==> config.mk <==
export PLATFORM = sky130hd
export DESIGN_NAME = time_set_ctrl
export DESIGN_NICKNAME = d
export VERILOG_FILES = /design/src/rtl/time_set_ctrl_pkg.sv /design/src/rtl/time_set_ctrl_bcd_field_step.sv /design/src/rtl/time_set_ctrl.sv
export SDC_FILE = /design/constraint.sdc
export NUM_CORES = 1
export LEC_CHECK = 0
export CAP_MARGIN = 10
export CORE_MARGIN = 2
export CORE_UTILIZATION = 32
export CTS_CLUSTER_SIZE = 10
export DETAILED_ROUTE_END_ITERATION = 8
export SYNTH_ARGS = -nofsm -noshare
export SYNTH_HDL_FRONTEND = slang
export SYNTH_SLANG_ARGS = --single-unit
==> constraint.sdc <==
create_clock -name clk -period 3.4 [get_ports clk]
set_input_delay 0.68 -clock clk [delete_from_list [all_inputs] [get_ports clk]]
set_output_delay 0.68 -clock clk [all_outputs]
set_load 0.02 [all_outputs]
==> src/rtl/time_set_ctrl_pkg.sv <==
// Shared clock definitions: adjust-FSM state encodings, default time moduli,
// button-priority resolution and a BCD range helper.
package time_set_ctrl_pkg;

    // Default moduli for the time counter and the adjust controller.
    localparam int HR_MOD_DEFAULT  = 24;
    localparam int MIN_MOD_DEFAULT = 60;

    // Adjust FSM encodings, kept as plain constants so older RTL can share them.
    localparam logic [1:0] ST_RUN     = 2'd0;
    localparam logic [1:0] ST_ADJ_HR  = 2'd1;
    localparam logic [1:0] ST_ADJ_MIN = 2'd2;

    // Single action chosen from the five buttons in one cycle.
    typedef enum logic [2:0] {
        ACT_NONE    = 3'd0,
        ACT_COMMIT  = 3'd1,
        ACT_INC     = 3'd2,
        ACT_DEC     = 3'd3,
        ACT_SEL_MIN = 3'd4,
        ACT_SEL_HR  = 3'd5
    } act_e;

    // Resolve simultaneous button pulses: C > U > D > R > L.
    function automatic act_e resolve_buttons(
        input logic c,
        input logic u,
        input logic d,
        input logic r,
        input logic l
    );
        act_e act;
        if (c) begin
            act = ACT_COMMIT;
        end else if (u) begin
            act = ACT_INC;
        end else if (d) begin
            act = ACT_DEC;
        end else if (r) begin
            act = ACT_SEL_MIN;
        end else if (l) begin
            act = ACT_SEL_HR;
        end else begin
            act = ACT_NONE;
        end
        return act;
    endfunction

    // True when a two-digit BCD value is well formed and below the modulus.
    function automatic logic bcd2_in_range(
        input logic [3:0] tens,
        input logic [3:0] units,
        input int         mod
    );
        int value;
        value = (int'(tens) * 10) + int'(units);
        return (tens <= 4'd9) && (units <= 4'd9) && (value < mod);
    endfunction

endpackage

==> src/rtl/time_set_ctrl_bcd_field_step.sv <==
// bcd_field_step: combinational +1/-1 step of a two-digit BCD field with
// wrap at the modulus. Input is assumed in range; output is always in range.
module bcd_field_step #(
    parameter int MOD    = 60,
    parameter int TENS_W = 3
) (
    input  logic [TENS_W-1:0] tens_i,
    input  logic [3:0]        units_i,
    input  logic              dec_i,
    output logic [TENS_W-1:0] tens_o,
    output logic [3:0]        units_o
);

    // Largest legal value of the field, split into its BCD digits.
    localparam logic [TENS_W-1:0] MAX_TENS  = TENS_W'((MOD - 1) / 10);
    localparam logic [3:0]        MAX_UNITS = 4'((MOD - 1) % 10);
    localparam logic [TENS_W-1:0] ONE_TENS  = TENS_W'(1);
    localparam logic [TENS_W-1:0] ZERO_TENS = TENS_W'(0);

    logic at_max_s;
    logic at_zero_s;

    assign at_max_s  = (tens_i == MAX_TENS) && (units_i == MAX_UNITS);
    assign at_zero_s = (tens_i == ZERO_TENS) && (units_i == 4'd0);

    // Next field value: wrap at the ends, carry/borrow between the digits.
    always_comb begin
        tens_o  = tens_i;
        units_o = units_i;
        if (dec_i) begin
            if (at_zero_s) begin
                tens_o  = MAX_TENS;
                units_o = MAX_UNITS;
            end else if (units_i == 4'd0) begin
                tens_o  = tens_i - ONE_TENS;
                units_o = 4'd9;
            end else begin
                tens_o  = tens_i;
                units_o = units_i - 4'd1;
            end
        end else begin
            if (at_max_s) begin
                tens_o  = ZERO_TENS;
                units_o = 4'd0;
            end else if (units_i >= 4'd9) begin
                tens_o  = tens_i + ONE_TENS;
                units_o = 4'd0;
            end else begin
                tens_o  = tens_i;
                units_o = units_i + 4'd1;
            end
        end
    end

endmodule

==> src/rtl/time_set_ctrl.sv <==
// time_set_ctrl: button-driven time-setting controller. Captures the running
// time into shadow registers, lets the user edit hours/minutes in BCD with a
// blinking selected field, and commits with a one-cycle load strobe.
module time_set_ctrl
    import time_set_ctrl_pkg::*;
#(
    parameter int HR_MOD  = HR_MOD_DEFAULT,
    parameter int MIN_MOD = MIN_MOD_DEFAULT
) (
    input  logic       clk,
    input  logic       rst,
    input  logic       btnC,
    input  logic       btnU,
    input  logic       btnD,
    input  logic       btnL,
    input  logic       btnR,
    input  logic       tick,
    input  logic [1:0] H1_in,
    input  logic [3:0] H2_in,
    input  logic [2:0] M1_in,
    input  logic [3:0] M2_in,
    output logic [1:0] H1_ld,
    output logic [3:0] H2_ld,
    output logic [2:0] M1_ld,
    output logic [3:0] M2_ld,
    output logic       ld,
    output logic       clr_sec,
    output logic       adj,
    output logic       sel,
    output logic       blank
);

    logic [1:0] state_q, state_d;
    logic [1:0] h1_q, h1_d;
    logic [3:0] h2_q, h2_d;
    logic [2:0] m1_q, m1_d;
    logic [3:0] m2_q, m2_d;
    logic       ld_q, ld_d;
    logic       clr_sec_q, clr_sec_d;
    logic       adj_q, adj_d;
    logic       sel_q, sel_d;
    logic       blank_q, blank_d;

    act_e       act_s;
    logic       edit_s;
    logic       step_dec_s;
    logic       hr_in_ok_s;
    logic       min_in_ok_s;
    logic [1:0] hr_tens_step_s;
    logic [3:0] hr_units_step_s;
    logic [2:0] min_tens_step_s;
    logic [3:0] min_units_step_s;

    assign act_s       = resolve_buttons(btnC, btnU, btnD, btnR, btnL);
    assign step_dec_s  = (act_s == ACT_DEC);

    // Inputs from the counter are only trusted if they are legal BCD in range;
    // anything else is captured as 00 so the shadow never holds garbage.
    assign hr_in_ok_s  = bcd2_in_range({2'b00, H1_in}, H2_in, HR_MOD);
    assign min_in_ok_s = bcd2_in_range({1'b0, M1_in}, M2_in, MIN_MOD);

    bcd_field_step #(
        .MOD    (HR_MOD),
        .TENS_W (2)
    ) u_hr_step (
        .tens_i  (h1_q),
        .units_i (h2_q),
        .dec_i   (step_dec_s),
        .tens_o  (hr_tens_step_s),
        .units_o (hr_units_step_s)
    );

    bcd_field_step #(
        .MOD    (MIN_MOD),
        .TENS_W (3)
    ) u_min_step (
        .tens_i  (m1_q),
        .units_i (m2_q),
        .dec_i   (step_dec_s),
        .tens_o  (min_tens_step_s),
        .units_o (min_units_step_s)
    );

    // FSM next state, shadow register updates and commit strobes.
    always_comb begin
        state_d   = state_q;
        h1_d      = h1_q;
        h2_d      = h2_q;
        m1_d      = m1_q;
        m2_d      = m2_q;
        ld_d      = 1'b0;
        clr_sec_d = 1'b0;
        edit_s    = 1'b0;
        case (state_q)
            ST_RUN: begin
                if (act_s == ACT_COMMIT) begin
                    state_d = ST_ADJ_HR;
                    if (hr_in_ok_s) begin
                        h1_d = H1_in;
                        h2_d = H2_in;
                    end else begin
                        h1_d = 2'd0;
                        h2_d = 4'd0;
                    end
                    if (min_in_ok_s) begin
                        m1_d = M1_in;
                        m2_d = M2_in;
                    end else begin
                        m1_d = 3'd0;
                        m2_d = 4'd0;
                    end
                end else begin
                    state_d = ST_RUN;
                end
            end
            ST_ADJ_HR, ST_ADJ_MIN: begin
                case (act_s)
                    ACT_COMMIT: begin
                        state_d   = ST_RUN;
                        ld_d      = 1'b1;
                        clr_sec_d = 1'b1;
                    end
                    ACT_INC, ACT_DEC: begin
                        edit_s = 1'b1;
                        if (state_q == ST_ADJ_HR) begin
                            h1_d = hr_tens_step_s;
                            h2_d = hr_units_step_s;
                        end else begin
                            m1_d = min_tens_step_s;
                            m2_d = min_units_step_s;
                        end
                    end
                    ACT_SEL_MIN: state_d = ST_ADJ_MIN;
                    ACT_SEL_HR:  state_d = ST_ADJ_HR;
                    ACT_NONE:    state_d = state_q;
                    default:     state_d = state_q;
                endcase
            end
            default: begin
                state_d = ST_RUN;
            end
        endcase
    end

    // Blink phase: off in RUN, forced visible on any edit or state change.
    always_comb begin
        if (state_d == ST_RUN) begin
            blank_d = 1'b0;
        end else if (edit_s || (state_d != state_q)) begin
            blank_d = 1'b0;
        end else if (tick) begin
            blank_d = ~blank_q;
        end else begin
            blank_d = blank_q;
        end
    end

    assign adj_d = (state_d != ST_RUN);
    assign sel_d = (state_d == ST_ADJ_MIN);

    // State, shadow and output registers; reset discards any pending edit.
    always_ff @(posedge clk or posedge rst) begin
        if (rst) begin
            state_q   <= ST_RUN;
            h1_q      <= 2'd0;
            h2_q      <= 4'd0;
            m1_q      <= 3'd0;
            m2_q      <= 4'd0;
            ld_q      <= 1'b0;
            clr_sec_q <= 1'b0;
            adj_q     <= 1'b0;
            sel_q     <= 1'b0;
            blank_q   <= 1'b0;
        end else begin
            state_q   <= state_d;
            h1_q      <= h1_d;
            h2_q      <= h2_d;
            m1_q      <= m1_d;
            m2_q      <= m2_d;
            ld_q      <= ld_d;
            clr_sec_q <= clr_sec_d;
            adj_q     <= adj_d;
            sel_q     <= sel_d;
            blank_q   <= blank_d;
        end
    end

    assign H1_ld   = h1_q;
    assign H2_ld   = h2_q;
    assign M1_ld   = m1_q;
    assign M2_ld   = m2_q;
    assign ld      = ld_q;
    assign clr_sec = clr_sec_q;
    assign adj     = adj_q;
    assign sel     = sel_q;
    assign blank   = blank_q;

endmodule
==> impl_metrics.yaml <==
run_status:
  status: "complete, no violations"
grt:
  use_met2_pct: 26.4
  antenna_found_initial: 0
  grt_pass1_vias: 1761
  grt_pass1_wl_um: 8200
  grtUsageTotal_pct: 15.5
  grt-ovfl-total: 0
  grt_max_degree: 20
  globalRoute.busiestLayer: "met2"
  gr-usage-met3_pct: 2.20
  grtUsageMet1_pct: 20.2
clock_tree:
  ctsResizeCount: 0
  cts-root-buf: "clkbuf_8"
  htreeDepth: 1
  cts_setup_buffers: 0
  clk_path_buf_depth: 2
  hold_buffers: 0
  clk_pin_slew_ns: 0.08
  cts_tree: "done"
  cts_sinks: 19
  clock_latency_ns: 0.26
  cts_buffers: 3
critical_path:
  critical-path-top-delay-family: "simple AND/OR/NAND/NOR gates"
  worst_setup_path_end_kind: "register"
  cp.required_ns: 3.55
  worst-path-buf-inv: 1
  path_cells: "clkdlybuf4s50_1, ha_1, ha_1, nand4_1, and3_1, or3_1, a31o_1, mux2_4"
  r2r_start: "state_q[0]$_DFF_PP0_"
  cp_max_fo: 6
  slowest_stage: "clkdlybuf4s50_1"
  worst-setup-path-type: "in -> reg"
  arrival_ns: 3.13
  r2r_end: "M1_ld[1]$_DFFE_PP0P_"
  r2r_slack_ns: 0.99
  ff2ff_path_depth: 7
  crit_cells: 8
  critPathLaunchType: "input pin"
  critPathMaxStageDelay_ns: 0.56
  path_common_cell: "ha_1"
power_and_ir_drop:
  pwr-share-seq_pct: 29.3
  power.share.clock_pct: 10.5
  fin_total_pwr_mw: 1.58
  sw_frac_of_total_pct: 46.8
  power_switching_mw: 0.741
  peakVddDrop_mv: 0.307
  p_leak_nw: 1.01
  power_density_nw_per_um2: 651
  p_int_mw: 0.843
  comb_power_share_pct: 60.3
sta:
  finalCritPeriodShare_pct: 87.7
  worst_slack_ns: 0.417
  max-slew-margin-rel_pct: 43.5
  max_slew.worst_pin.slew_ns: 0.846
  period_needed_ns: 2.98
  fin_setup_tns_ns: 0
  setup_viol: 0
  grt_setup_unrepaired: "no"
  hold_viol: 0
  finalClockSkew_ns: 0.00129
  slew_violations: 0
  max_freq_mhz: 335
hold_path:
  hold_depth: 2
  hp-start: "M1_ld[1]$_DFFE_PP0P_"
  hold_class: "reg -> reg"
  hold_end: "M1_ld[1]$_DFFE_PP0P_"
drt:
  wl_per_cell_um: 14.0
  viasPerCell: 5.42
  routed_wl_um: 4820
  ant_nets: 0
  via_count: 1865
  first_pass_iters: 4
  drtIter0Drc: 79
  drc: 0
flow_run:
  maxCapViolCount: 0
logic_synthesis:
  synth.avg_cell_area_um2: 8.34
  synth_edf_count: 0
  yosys_warnings: 0
  ys_types: 56
  syn_nets: 279
  netlist_area_um2: 1940
  syn_inst: 233
  synth-seq-cells: 19
  synth_ff_type: "dfrtp_1"
  seq_area_frac_synth_pct: 24.5
  async_flop_share_pct: 100
floorplan:
  die_y_um: 82.0
  initial_core_util_pct: 33.0
  core_area_um2: 5890
  die_w_um: 82.0
  ios: 39
  num_rows: 28
  dieArea_um2: 6720
layout:
  final_area_um2: 2430
  syn_to_final_growth_pct: 25.1
  drive_gt1_share_pct: 4.83
  num_antenna_cells: 0
  num-fill-cells: 611
  nNetsFinal: 316
place:
  place_ws_ns: 0.153
  gp_congestion: 0.848
  io_buffers: 38
  dpl.hpwl_um: 3710
  placed_area_um2: 2390
==> tightest hold or removal path: stages (launching register included) <==
cell     delay (ns)
dfrtp_1        0.40
mux2i_1        0.08
o21ai_0        0.06
==> metrics by stage <==
stage,cells,utilization (%),hold WS [ns]
floorplan,233,-,0.587
global placement,340,40.6,0.567
detailed placement,340,40.6,0.560
CTS,344,41.3,0.582
global route,344,41.3,0.617
finish,344,41.3,0.572
==> power by group through the flow <==
stage | Clock, mW | Sequential, mW | Combinational, mW
2_1_floorplan | 0 | 0.505 | 0.581
6_report | 0.166 | 0.464 | 0.955
4_1_cts | 0.172 | 0.464 | 0.963
3_3_place_gp | 0 | 0.467 | 0.949
3_5_place_dp | 0 | 0.468 | 0.956
5_1_grt | 0.180 | 0.484 | 1.07
==> synthesized netlist by cell type, types with 2 or more instances <==
library cell | n | area, µm²
xnor2_1 | 4 | 35.0
ha_1 | 24 | 300
o21a_1 | 2 | 15.0
and3_1 | 2 | 12.5
nand3b_1 | 2 | 15.0
nand2b_1 | 5 | 31.3
nor3b_1 | 4 | 30.0
o32ai_1 | 2 | 17.5
nand2_1 | 16 | 60.1
o22ai_1 | 2 | 12.5
buf_4 | 2 | 15.0
a211oi_1 | 4 | 30.0
or3b_2 | 2 | 17.5
nor2_1 | 19 | 71.3
o211a_1 | 3 | 30.0
o41ai_1 | 2 | 17.5
dfrtp_1 | 19 | 475
nor2b_1 | 4 | 25.0
nand3_1 | 9 | 45.0
a311oi_1 | 2 | 17.5
buf_2 | 4 | 20.0
a311o_1 | 2 | 20.0
a21oi_1 | 18 | 90.1
nand4_1 | 7 | 43.8
a221oi_1 | 2 | 17.5
inv_1 | 21 | 78.8
a31oi_1 | 7 | 43.8
o211ai_1 | 4 | 30.0
o311ai_0 | 2 | 17.5
nor3_1 | 2 | 10.0
o21ai_0 | 10 | 50.1
==> layout by cell type, fill, tap and decap left out, drive strengths merged, types with 2 or more instances in the layout <==
cell,netlist,final
nand3b,2,2
dfrtp,19,19
nor2b,4,4
nor3b,5,5
o211a,3,3
nor2,19,19
a221oi,2,2
nand2,16,16
o21a,2,2
o21ai,10,10
clkdlybuf4s50,0,38
and3,2,2
xnor2,4,4
a311oi,2,2
o32ai,2,2
a31o,2,2
ha,24,24
o22ai,2,2
o211ai,5,5
a21oi,18,18
nand2b,5,5
clkbuf,1,4
inv,21,21
o41ai,2,2
a31oi,7,7
nand3,9,9
or3b,3,3
o311ai,2,2
a211oi,4,4
a311o,2,2
nor3,2,2
nand4,7,7
==> layout make-up <==
| cell class | instances | area, µm² | share of cell area (%) |
|---|---|---|---|
| sequential | 19 | 475 | 19.5 |
| clock buffer | 4 | 45.0 | 1.85 |
| timing repair buffer | 39 | 388 | 15.9 |
| tap | 75 | 93.8 | 3.86 |
| multi-input combinational | 186 | 1350 | 55.6 |
| inverter | 21 | 78.8 | 3.24 |
==> metal layers <==
metal,up-vias,routed length [µm]
met5,-,0
met4,0,61
met3,6,180
met2,39,2240
met1,875,2330
li1,945,-
==> sequential cells by signal, summed over array words and instances (netlist names) <==
| signal | count |
|---|---|
| sel | 1 |
| adj | 1 |
| M2_ld | 4 |
| clr_sec | 1 |
| blank | 1 |
| H1_ld | 2 |
| H2_ld | 4 |
| M1_ld | 3 |
| state_q | 2 |
==> logic make-up (layout without fill, tap and decap cells) <==
logic type,after synthesis,count (layout),synth area share (%)
simple gates,84,84,24.4
mux,2,2,1.29
fa+ha+maj,25,25,16.5
xor+xnor,5,5,2.25
flops,19,19,24.5
buf+inv,28,64,6.05
compound gates,70,70,25.1
==> worst max path at each step <==
stage / slack, ns / from / end
floorplan: 0.81 / M1_in[0] / M2_ld[1]$_DFFE_PP0P_
global placement: 0.20 / M1_in[0] / M2_ld[1]$_DFFE_PP0P_
detailed placement: 0.15 / M1_in[0] / M2_ld[1]$_DFFE_PP0P_
CTS: 0.43 / M1_in[0] / M2_ld[1]$_DFFE_PP0P_
global route: 0.26 / M1_in[0] / M2_ld[1]$_DFFE_PP0P_
finish: 0.42 / M1_in[0] / M2_ld[1]$_DFFE_PP0P_
Note: power is estimated with default switching activity, not from simulation.
